### src/rtl/data_mem_arbiter.sv
// data_mem_arbiter
//   Shares the read and write ports of the data memory between NREQ
//   requesters. Arbitration is round-robin, with one transaction in flight at
//   a time. A requester that holds lock and req through its ack keeps the
//   grant and goes straight into its next access.
//
// Ports
//   clock, reset         system clock, asynchronous active-low reset
//   req/lock/we          per-requester request, keep-grant and write select
//   addr/wdata           flattened per-requester address / write data
//   gnt/ack              one-hot owner and one-cycle completion pulse
//   rdata                last captured read result
//   busy                 arbiter is not idle
//   mem_rd_addr/data     memory read port
//   mem_wr_addr/data/en  memory write port
//
// state    | meaning
// ---------+----------------------------------------------------------
// ST_IDLE  | no owner; pick the next requester round-robin
// ST_ISSUE | drive the latched access onto the memory port for one cycle
// ST_WAIT  | read in flight; count down the remaining memory latency
// ST_ACK   | pulse ack to the owner; re-issue if it is locked
module data_mem_arbiter #(
  parameter int NREQ       = 3,
  parameter int AW         = 9,
  parameter int DW         = 32,
  parameter int RD_LATENCY = 1
) (
  input  logic               clock,
  input  logic               reset,
  input  logic [NREQ-1:0]    req,
  input  logic [NREQ-1:0]    lock,
  input  logic [NREQ-1:0]    we,
  input  logic [NREQ*AW-1:0] addr,
  input  logic [NREQ*DW-1:0] wdata,
  output logic [NREQ-1:0]    gnt,
  output logic [NREQ-1:0]    ack,
  output logic [DW-1:0]      rdata,
  output logic               busy,
  output logic [AW-1:0]      mem_rd_addr,
  input  logic [DW-1:0]      mem_rd_data,
  output logic [AW-1:0]      mem_wr_addr,
  output logic [DW-1:0]      mem_wr_data,
  output logic               mem_wr_enable
);

  localparam int IW = (NREQ > 1) ? $clog2(NREQ) : 1;
  localparam int CW = 3;

  typedef enum logic [1:0] {
    ST_IDLE  = 2'd0,
    ST_ISSUE = 2'd1,
    ST_WAIT  = 2'd2,
    ST_ACK   = 2'd3
  } state_t;

  state_t          state_q, state_d;
  logic [IW-1:0]   owner_q, owner_d;
  logic [IW-1:0]   ptr_q, ptr_d;
  logic            we_q, we_d;
  logic [CW-1:0]   cnt_q, cnt_d;
  logic [NREQ-1:0] gnt_q, gnt_d;
  logic [NREQ-1:0] ack_q, ack_d;
  logic [DW-1:0]   rdata_q, rdata_d;
  logic            busy_q, busy_d;
  logic [AW-1:0]   mem_rd_addr_q, mem_rd_addr_d;
  logic [AW-1:0]   mem_wr_addr_q, mem_wr_addr_d;
  logic [DW-1:0]   mem_wr_data_q, mem_wr_data_d;
  logic            mem_wr_enable_q, mem_wr_enable_d;

  logic            win_found;
  logic [IW-1:0]   win_idx;
  logic [IW-1:0]   cand;
  logic            grant_go;
  logic [IW-1:0]   grant_idx;
  logic [AW-1:0]   grant_addr;
  logic [DW-1:0]   grant_wdata;

  // Round-robin scan starting just after the last owner, wrapping at NREQ.
  always_comb begin
    win_found = 1'b0;
    win_idx   = '0;
    cand      = ptr_q;
    for (int k = 0; k < NREQ; k++) begin
      cand = (cand == IW'(NREQ - 1)) ? '0 : cand + IW'(1);
      if (!win_found && req[cand]) begin
        win_found = 1'b1;
        win_idx   = cand;
      end
    end
  end

  always_comb begin
    state_d         = state_q;
    owner_d         = owner_q;
    ptr_d           = ptr_q;
    we_d            = we_q;
    cnt_d           = cnt_q;
    gnt_d           = gnt_q;
    ack_d           = '0;
    rdata_d         = rdata_q;
    mem_rd_addr_d   = mem_rd_addr_q;
    mem_wr_addr_d   = mem_wr_addr_q;
    mem_wr_data_d   = mem_wr_data_q;
    mem_wr_enable_d = 1'b0;
    grant_go        = 1'b0;
    grant_idx       = owner_q;

    case (state_q)
      ST_IDLE: begin
        if (win_found) begin
          grant_go  = 1'b1;
          grant_idx = win_idx;
          ptr_d     = win_idx;
        end
      end
      ST_ISSUE: begin
        if (we_q) begin
          state_d = ST_ACK;
          ack_d   = gnt_q;
        end else if (RD_LATENCY == 1) begin
          rdata_d = mem_rd_data;
          state_d = ST_ACK;
          ack_d   = gnt_q;
        end else begin
          cnt_d   = CW'(RD_LATENCY - 1);
          state_d = ST_WAIT;
        end
      end
      ST_WAIT: begin
        if (cnt_q <= CW'(1)) begin
          rdata_d = mem_rd_data;
          state_d = ST_ACK;
          ack_d   = gnt_q;
        end else begin
          cnt_d = cnt_q - CW'(1);
        end
      end
      ST_ACK: begin
        // A locked owner skips IDLE so no other requester can slip in.
        if (lock[owner_q] && req[owner_q]) begin
          grant_go  = 1'b1;
          grant_idx = owner_q;
        end else begin
          gnt_d   = '0;
          state_d = ST_IDLE;
        end
      end
      default: begin
        gnt_d   = '0;
        state_d = ST_IDLE;
      end
    endcase

    // The memory port registers double as the latched request: address and
    // data are placed on the port at grant so they are stable through ISSUE.
    grant_addr  = AW'(addr >> (int'(grant_idx) * AW));
    grant_wdata = DW'(wdata >> (int'(grant_idx) * DW));
    if (grant_go) begin
      owner_d = grant_idx;
      we_d    = we[grant_idx];
      gnt_d   = NREQ'(1) << grant_idx;
      state_d = ST_ISSUE;
      if (we[grant_idx]) begin
        mem_wr_enable_d = 1'b1;
        mem_wr_addr_d   = grant_addr;
        mem_wr_data_d   = grant_wdata;
      end else begin
        mem_rd_addr_d = grant_addr;
      end
    end

    busy_d = (state_d != ST_IDLE);
  end

  always_ff @(posedge clock or negedge reset) begin
    if (!reset) begin
      state_q         <= ST_IDLE;
      owner_q         <= '0;
      ptr_q           <= IW'(NREQ - 1);
      we_q            <= 1'b0;
      cnt_q           <= '0;
      gnt_q           <= '0;
      ack_q           <= '0;
      rdata_q         <= '0;
      busy_q          <= 1'b0;
      mem_rd_addr_q   <= '0;
      mem_wr_addr_q   <= '0;
      mem_wr_data_q   <= '0;
      mem_wr_enable_q <= 1'b0;
    end else begin
      state_q         <= state_d;
      owner_q         <= owner_d;
      ptr_q           <= ptr_d;
      we_q            <= we_d;
      cnt_q           <= cnt_d;
      gnt_q           <= gnt_d;
      ack_q           <= ack_d;
      rdata_q         <= rdata_d;
      busy_q          <= busy_d;
      mem_rd_addr_q   <= mem_rd_addr_d;
      mem_wr_addr_q   <= mem_wr_addr_d;
      mem_wr_data_q   <= mem_wr_data_d;
      mem_wr_enable_q <= mem_wr_enable_d;
    end
  end

  assign gnt           = gnt_q;
  assign ack           = ack_q;
  assign rdata         = rdata_q;
  assign busy          = busy_q;
  assign mem_rd_addr   = mem_rd_addr_q;
  assign mem_wr_addr   = mem_wr_addr_q;
  assign mem_wr_data   = mem_wr_data_q;
  assign mem_wr_enable = mem_wr_enable_q;

endmodule

### config.mk
export PLATFORM = sky130hd
export DESIGN_NAME = data_mem_arbiter
export DESIGN_NICKNAME = d
export VERILOG_FILES = /design/src/rtl/data_mem_arbiter.sv
export SDC_FILE = /design/constraint.sdc
export NUM_CORES = 1
export LEC_CHECK = 0
export BUFFER_PORTS_ARGS = -buffer_cell sky130_fd_sc_hd__buf_2
export CORE_AREA = 2 2 136 98
export DETAILED_ROUTE_END_ITERATION = 8
export DIE_AREA = 0 0 138 100
export PLACE_DENSITY = 0.79
export REMOVE_ABC_BUFFERS = 1
export SETUP_SLACK_MARGIN = 0.15
export SYNTH_ARGS = -nofsm -noshare
export SYNTH_HDL_FRONTEND = slang
export SYNTH_SLANG_ARGS = --single-unit
### constraint.sdc
create_clock -name clock -period 2.4 [get_ports clock]
set_input_delay 0.36 -clock clock [delete_from_list [all_inputs] [get_ports clock]]
set_output_delay 0.36 -clock clock [all_outputs]
set_load 0.02 [all_outputs]
==> results of run 1 <==
[power groups by stage]
stage	sequential, mW	clock [mW]	combinational (mW)
final	2.93	1.50	6.40
after global routing	3.03	1.62	6.87
after CTS	2.91	1.54	5.86
after detailed placement	2.92	0	5.67
after global placement	2.89	0	5.55
after floorplan	3.83	0	2.81
[path summary, 6_finish.rpt]
| kind | from | end | slack (ns) | cells after the start |
|---|---|---|---|---|
| hold reg to reg | cnt_q[0] | cnt_q[0] | 0.48 | 1 |
| max in group asynchronous | reset | mem_wr_data[30] | 1.30 | 3 |
| setup reg to reg | state_q[1] | mem_wr_data[4] | 0.09 | 10 |
| min in group asynchronous | reset | rdata[29] | 0.48 | 2 |
| hold / removal | mem_rd_data[1] | rdata[1] | 0.24 | 2 |
| setup / recovery | state_q[1] | mem_wr_data[4] | 0.09 | 10 |
[through the flow]
| step | setup TNS, ns | util [%] | setup slack, ns | cells |
|---|---|---|---|---|
| 3_5_place_dp | 0 | 51.09 | 0.01552 | 831 |
| 3_3_place_gp | 0 | 51.09 | 0.06899 | 831 |
| 4_1_cts | 0 | 54.47 | 0.08148 | 855 |
| 6_report | 0 | 56.76 | 0.08822 | 862 |
| 2_1_floorplan | -97.44 | - | -1.891 | 385 |
| 5_1_grt | -0.1148 | 56.76 | -0.01453 | 862 |
[state kept, by name, summed over array words and instances (netlist names), 3 cells and up]
name,cells
mem_wr_addr,9
ack,3
gnt,3
mem_rd_addr,9
rdata,32
mem_wr_data,32
cnt_q,3
[critical path, cell delays in order (launching register included)]
cell,delay (ns)
dfrtp_1,0.38
inv_1,0.13
ha_4,0.18
o31ai_4,0.08
nand2_1,0.10
o21a_1,0.16
mux2_4,0.33
a21oi_4,0.18
buf_6,0.17
clkbuf_16,0.17
mux2_4,0.30
[layer usage]
layer	track usage, %	part of all wire [%]
met1	24.07	47
met2	28.41	45
met3	5.439	6.3
met4	5.259	1.1
met5	0	0
[cell type report]
cell class,instances,share of cell area (%)
sequential,100,34.73
multi-input combinational,277,32.74
timing repair buffer,295,24.93
clock buffer,11,3.506
tap,166,2.881
clock inverter,5,0.7985
inverter,8,0.4166
[repair_timing]
item | CTS | global route
setup buffers | 5 | 2
cloned | 2 | 5
hold buffers | 1 | 0
gates resized for setup | 6 | 43
hold endpoints to repair | 28 | 0
pin swaps | 2 | 4
setup endpoints to repair | 46 | 50
[cells in the final DEF, fill, tap and decap left out, types with 3 or more instances in the layout]
cell,n
buf_12,6
mux2_4,30
nand3_1,43
mux2i_1,41
nand2_1,21
nand3_2,3
nor2_1,4
inv_1,7
o21ai_0,50
a21oi_1,4
buf_2,254
clkbuf_16,13
buf_6,4
dfrtp_1,99
buf_4,22
mux2_2,53
ha_1,4
[kinds of logic (layout without fill, tap and decap cells)]
| kind of cell | count (synthesis) | in the layout | synth area share (%) |
|---|---|---|---|
| adder cells (fa/ha/maj) | 5 | 5 | 1.282 |
| multiplexers | 124 | 124 | 27.63 |
| AO/OA/AOI/OAI | 67 | 67 | 7.870 |
| buffers and inverters | 34 | 319 | 3.537 |
| AND/OR/NAND/NOR | 80 | 80 | 8.203 |
| XOR/XNOR | 1 | 1 | 0.1795 |
| flip-flops | 100 | 100 | 51.29 |
==> impl_metrics.env, run 1 <==
export IMPL_clock_sinks=100
export IMPL_p_leak_nw=3.752
export IMPL_htree_levels=3
export IMPL_synth_most_common_cell="dfrtp_1"
export IMPL_synth_edf_count=0
export IMPL_setup_violations_final=0
export IMPL_power_density_mw_per_mm2=1502
export IMPL_postLayoutCellArea_mm2=0.007208
export IMPL_first_pass_iters=4
export IMPL_fin_skew_ns=0.008106
export IMPL_drive_gt1_share_pct=58.48
export IMPL_start_util_pct=38.43
export IMPL_antenna_found_initial=0
export IMPL_grt_pass1_wl_um=19980
export IMPL_netlist_area_leader_share_pct=50.76
export IMPL_cp_required_ns=2.62
export IMPL_yosysWarningCount=0
export IMPL_place_area_mm2=0.006489
export IMPL_n_antenna_cell=0
export IMPL_p_switching_mw=4.349
export IMPL_ys_flop_type="dfrtp_1"
export IMPL_multi_input_area_mm2=0.002360
export IMPL_synth_ff_latch_count=100
export IMPL_antenna_left=0
export IMPL_ys_top_cells_by_area="dfrtp_1, mux2_2, mux2i_1"
export IMPL_io_buffer_count=255
export IMPL_fillCellCount=1122
export IMPL_ys_async_sr_fraction_pct=100.0
export IMPL_finalCritPeriodShare_pct=96.32
export IMPL_drt_wirelength_per_cell_um=15.51
export IMPL_ios=256
export IMPL_first_global_vias=4070
export IMPL_max_slew_worst_pin_slew_ns=0.3991
export IMPL_seq_area_frac_synth_pct=51.29
export IMPL_p_clk_share_pct=13.8
export IMPL_worstPathMaxFanout=5
export IMPL_clock_latency_ns=0.34
export IMPL_cts_clk_slew_worst_paths_ns=0.07
export IMPL_rsz0062_at_grt="true"
export IMPL_die_width_um=138
export IMPL_worstHoldPathType="input pin to register"
export IMPL_grt_max_degree=62
export IMPL_routabilityCongestion=0.8468
export IMPL_fmaxAchievable_mhz=432.6
export IMPL_maxSlewHeadroom_pct=73.39
export IMPL_synth_top_area_cell="dfrtp_1"
export IMPL_track_usage_pct=17.94
export IMPL_final_max_slew_viol_count=0
export IMPL_seqPwrFrac_pct=27.1
export IMPL_ys_types=38
export IMPL_synth_area_mm2=0.004881
export IMPL_via_count=4211
export IMPL_register_area_mm2=0.002504
export IMPL_hpwl_um=9267
export IMPL_cts_root_buf="clkbuf_16"
export IMPL_switching_share_pct=40.17
export IMPL_period_needed_ns=2.312
export IMPL_clk_path_buf_depth=2
export IMPL_worst_hold_slack_ns=0.2402
export IMPL_hold_viol=0
export IMPL_status="finished clean"
export IMPL_setup_worst_path_class="register to register"
export IMPL_nNetsFinal=862
export IMPL_viasPerCell=4.885
export IMPL_end_kind="register"
export IMPL_p_int_mw=6.477
export IMPL_rows=35
export IMPL_finalPower_mw=10.83
export IMPL_drc=0
export IMPL_ys_top_cells_by_count="dfrtp_1, mux2_2, o21ai_0"
export IMPL_cts_buffers=9
export IMPL_startpoint_type="register"
export IMPL_core_area_mm2=0.01270
export IMPL_chipHeight_um=100
export IMPL_finalWirelength_um=13370
export IMPL_cp_arrival_ns=2.54
export IMPL_overflow=0
export IMPL_dieArea_mm2=0.01380
export IMPL_syn_avg_cell_area_um2=11.88
export IMPL_vdd_drop_max_v=0.0007435
export IMPL_drt_first_iter_violations=129
export IMPL_comb_power_share_pct=59.1
export IMPL_cap_violations=0
export IMPL_tritoncts="done"
export IMPL_area_delta_synth_final_pct=47.68
export IMPL_syn_inst=411
Power figures use the tool's default switching activity.
==> run 2, diff against run 1 <==
--- a/config.mk
+++ b/config.mk
@@ -6,10 +6,10 @@
 export NUM_CORES = 1
 export LEC_CHECK = 0
 export BUFFER_PORTS_ARGS = -buffer_cell sky130_fd_sc_hd__buf_2
-export CORE_AREA = 2 2 136 98
+export CORE_AREA = 2 2 145 104
 export DETAILED_ROUTE_END_ITERATION = 8
-export DIE_AREA = 0 0 138 100
-export PLACE_DENSITY = 0.79
+export DIE_AREA = 0 0 147 106
+export PLACE_DENSITY = 0.69
 export REMOVE_ABC_BUFFERS = 1
 export SETUP_SLACK_MARGIN = 0.15
 export SYNTH_ARGS = -nofsm -noshare
==> constraint.sdc (replaced) <==
create_clock -name clock -period 2.6 [get_ports clock]
set_input_delay 0.39 -clock clock [delete_from_list [all_inputs] [get_ports clock]]
set_output_delay 0.39 -clock clock [all_outputs]
set_load 0.02 [all_outputs]
==> run 2 against run 1 <==
Compared with the run above: first-iteration DRC count is 50% higher; core utilization down 8.6 points; die area is 13% higher; highest routed layer unchanged; setup slack improved by 0.16 ns; cell area decreased by 4.1%; total power shrank 13%; sequential power is 7.8% lower; combinational power fell by 16%; sequential share of layout area up 1.5 points; clock power decreased by 13%; global-route usage shrank 0.84 points; clock skew down 0.0016 ns.
==> impl_metrics.env, run 2 (synthesis gave the netlist of run 1 again) <==
export IMPL_drc=0
export IMPL_met2_usage_pct=27.77
export IMPL_cts_root_buf="clkbuf_16"
export IMPL_post_route_util_pct=48.19
export IMPL_routabilityCongestion=0.8396
export IMPL_die_width_um=147
export IMPL_htree_levels=3
export IMPL_grt_pass1_wl_um=21050
export IMPL_chipHeight_um=106
export IMPL_antenna_left=0
export IMPL_r2r_end="mem_wr_data[10]"
export IMPL_end_kind="register"
export IMPL_track_usage_pct=17.10
export IMPL_worst_path_buf_inv=3
export IMPL_reg2reg_slack_ns=0.25
export IMPL_path_common_cell="buf_12"
export IMPL_drive_gt1_share_pct=56.68
export IMPL_via_count=4172
export IMPL_fin_skew_ns=0.006522
export IMPL_setup_tns_ns=0
export IMPL_n_antenna_cell=0
export IMPL_area_delta_synth_final_pct=41.68
export IMPL_hold_buffers=0
export IMPL_worstHoldPathType="input pin to async pin"
export IMPL_hold_viol=0
export IMPL_final_cell_mix="buf_2, dfrtp_1, mux2_2"
export IMPL_setup_worst_path_class="register to register"
export IMPL_overflow=0
export IMPL_power_density_mw_per_mm2=1355
export IMPL_fmaxAchievable_mhz=425.8
export IMPL_met1_usage_pct=21.52
export IMPL_worstPathMaxFanout=13
export IMPL_viasPerCell=4.801
export IMPL_clock_latency_ns=0.35
export IMPL_finalWirelength_um=13730
export IMPL_worst_hold_slack_ns=0.1047
export IMPL_regToRegStartpoint="state_q[0]"
export IMPL_busiest_layer="met2"
export IMPL_rsz0062_at_grt="false"
export IMPL_p_leak_nw=3.539
export IMPL_setup_violations_final=0
export IMPL_dieArea_mm2=0.01558
export IMPL_mostFrequentLayoutCell="buf_2"
export IMPL_drt_wirelength_per_cell_um=15.80
export IMPL_maxSlewHeadroom_pct=59.43
export IMPL_antenna_found_initial=0
export IMPL_vdd_drop_max_v=0.0007487
export IMPL_crit_path_cell_trace="inv_2, ha_4, o31ai_4, nand2_2, o21a_1, mux2_4, a21oi_4, buf_12, buf_12, mux2_2"
export IMPL_startpoint_type="register"
export IMPL_worstRegToRegCells=10
export IMPL_status="finished clean"
export IMPL_cts_clk_slew_worst_paths_ns=0.07
export IMPL_fin_cells=869
export IMPL_cts_buffers=9
export IMPL_clock_sinks=100
export IMPL_core_area_mm2=0.01435
export IMPL_max_slew_worst_pin_slew_ns=0.6063
export IMPL_ios=256
export IMPL_critPathTopFamily="multiplexers"
export IMPL_cp_required_ns=2.84
export IMPL_hpwl_um=9847
export IMPL_clk_path_buf_depth=2
export IMPL_start_util_pct=34.01
export IMPL_period_needed_ns=2.348
export IMPL_cp_arrival_ns=2.59
export IMPL_dpl_cell_count=845
export IMPL_max_stage_delay_ns=0.42
export IMPL_grt_max_degree=101
export IMPL_use_met3_pct=6.266
export IMPL_first_pass_iters=5
export IMPL_nNetsFinal=840
export IMPL_fillCellCount=1326
export IMPL_rows=37
export IMPL_cp_slowest_cell="dfrtp_1"
export IMPL_final_max_slew_viol_count=0
export IMPL_first_global_vias=4129
export IMPL_drt_first_iter_violations=194
export IMPL_io_buffer_count=255
export IMPL_finalCritPeriodShare_pct=90.32
export IMPL_cap_violations=0
export IMPL_tritoncts="done"
-- run 2: cell count changes in the layout (fill, tap and decap cells not counted), sizes merged --
cell | before | now
buf | 290 | 269
bufinv | 1 | 0
inv | 10 | 11
dlygate4sd3 | 1 | 0
clkbuf | 15 | 13
clkinvlp | 0 | 1
clkinv | 2 | 3
-- run 2: cell type report --
class                   count  area (um^2)  share of cell area (%)
clock buffers               9        225.2                   3.257
clock inverters             7        70.07                   1.013
inverters                   8        30.03                  0.4342
multi-input cells         277         2235                   32.31
flip-flops and latches    100         2504                   36.20
well taps                 195        244.0                   3.528
repair buffers            273         1608                   23.25
-- run 2: power breakdown --
group          total (mW)  internal (mW)  switching [mW]
logic                5.35           2.46            2.89
registers            2.70           2.32           0.385
clock network        1.31          0.674           0.640
-- run 2: worst max-delay path by stage --
stage | from | end | slack, ns | depth (start not counted)
after floorplan | ptr_q[1] | mem_wr_addr[6] | -1.69 | 6
after global placement | req[0] | mem_wr_data[10] | 0.17 | 8
after detailed placement | state_q[0] | mem_wr_data[7] | 0.12 | 9
after CTS | state_q[0] | mem_wr_data[7] | 0.16 | 9
after global routing | state_q[0] | mem_wr_data[23] | 0.14 | 10
final | state_q[0] | mem_wr_data[10] | 0.25 | 10
-- run 2: routing by layer --
metal | share of wire, % | up-vias
met5 | 0 | -
met4 | 1.7 | 0
met3 | 8.7 | 17
met2 | 46 | 181
met1 | 43 | 1988
li1 | - | 1986
-- run 2: what timing repair did --
item | 4_1_cts | 5_1_grt
resized for setup | 1 | 7
setup buffers | 2 | 1
pin swaps | 1 | 1
endpoints found under the setup margin | 36 | 47
gates cloned | 0 | 5
-- run 2: stage by stage --
| step | area [um^2] | worst slack (ns) | power [mW] |
|---|---|---|---|
| final | 6915 | 0.2516 | 9.370 |
| after global routing | 6915 | 0.1442 | 10.03 |
| after CTS | 6763 | 0.1553 | 9.207 |
| after detailed placement | 6450 | 0.1153 | 7.839 |
| after global placement | 6450 | 0.1663 | 7.654 |
| after floorplan | 4738 | -1.691 | 6.123 |
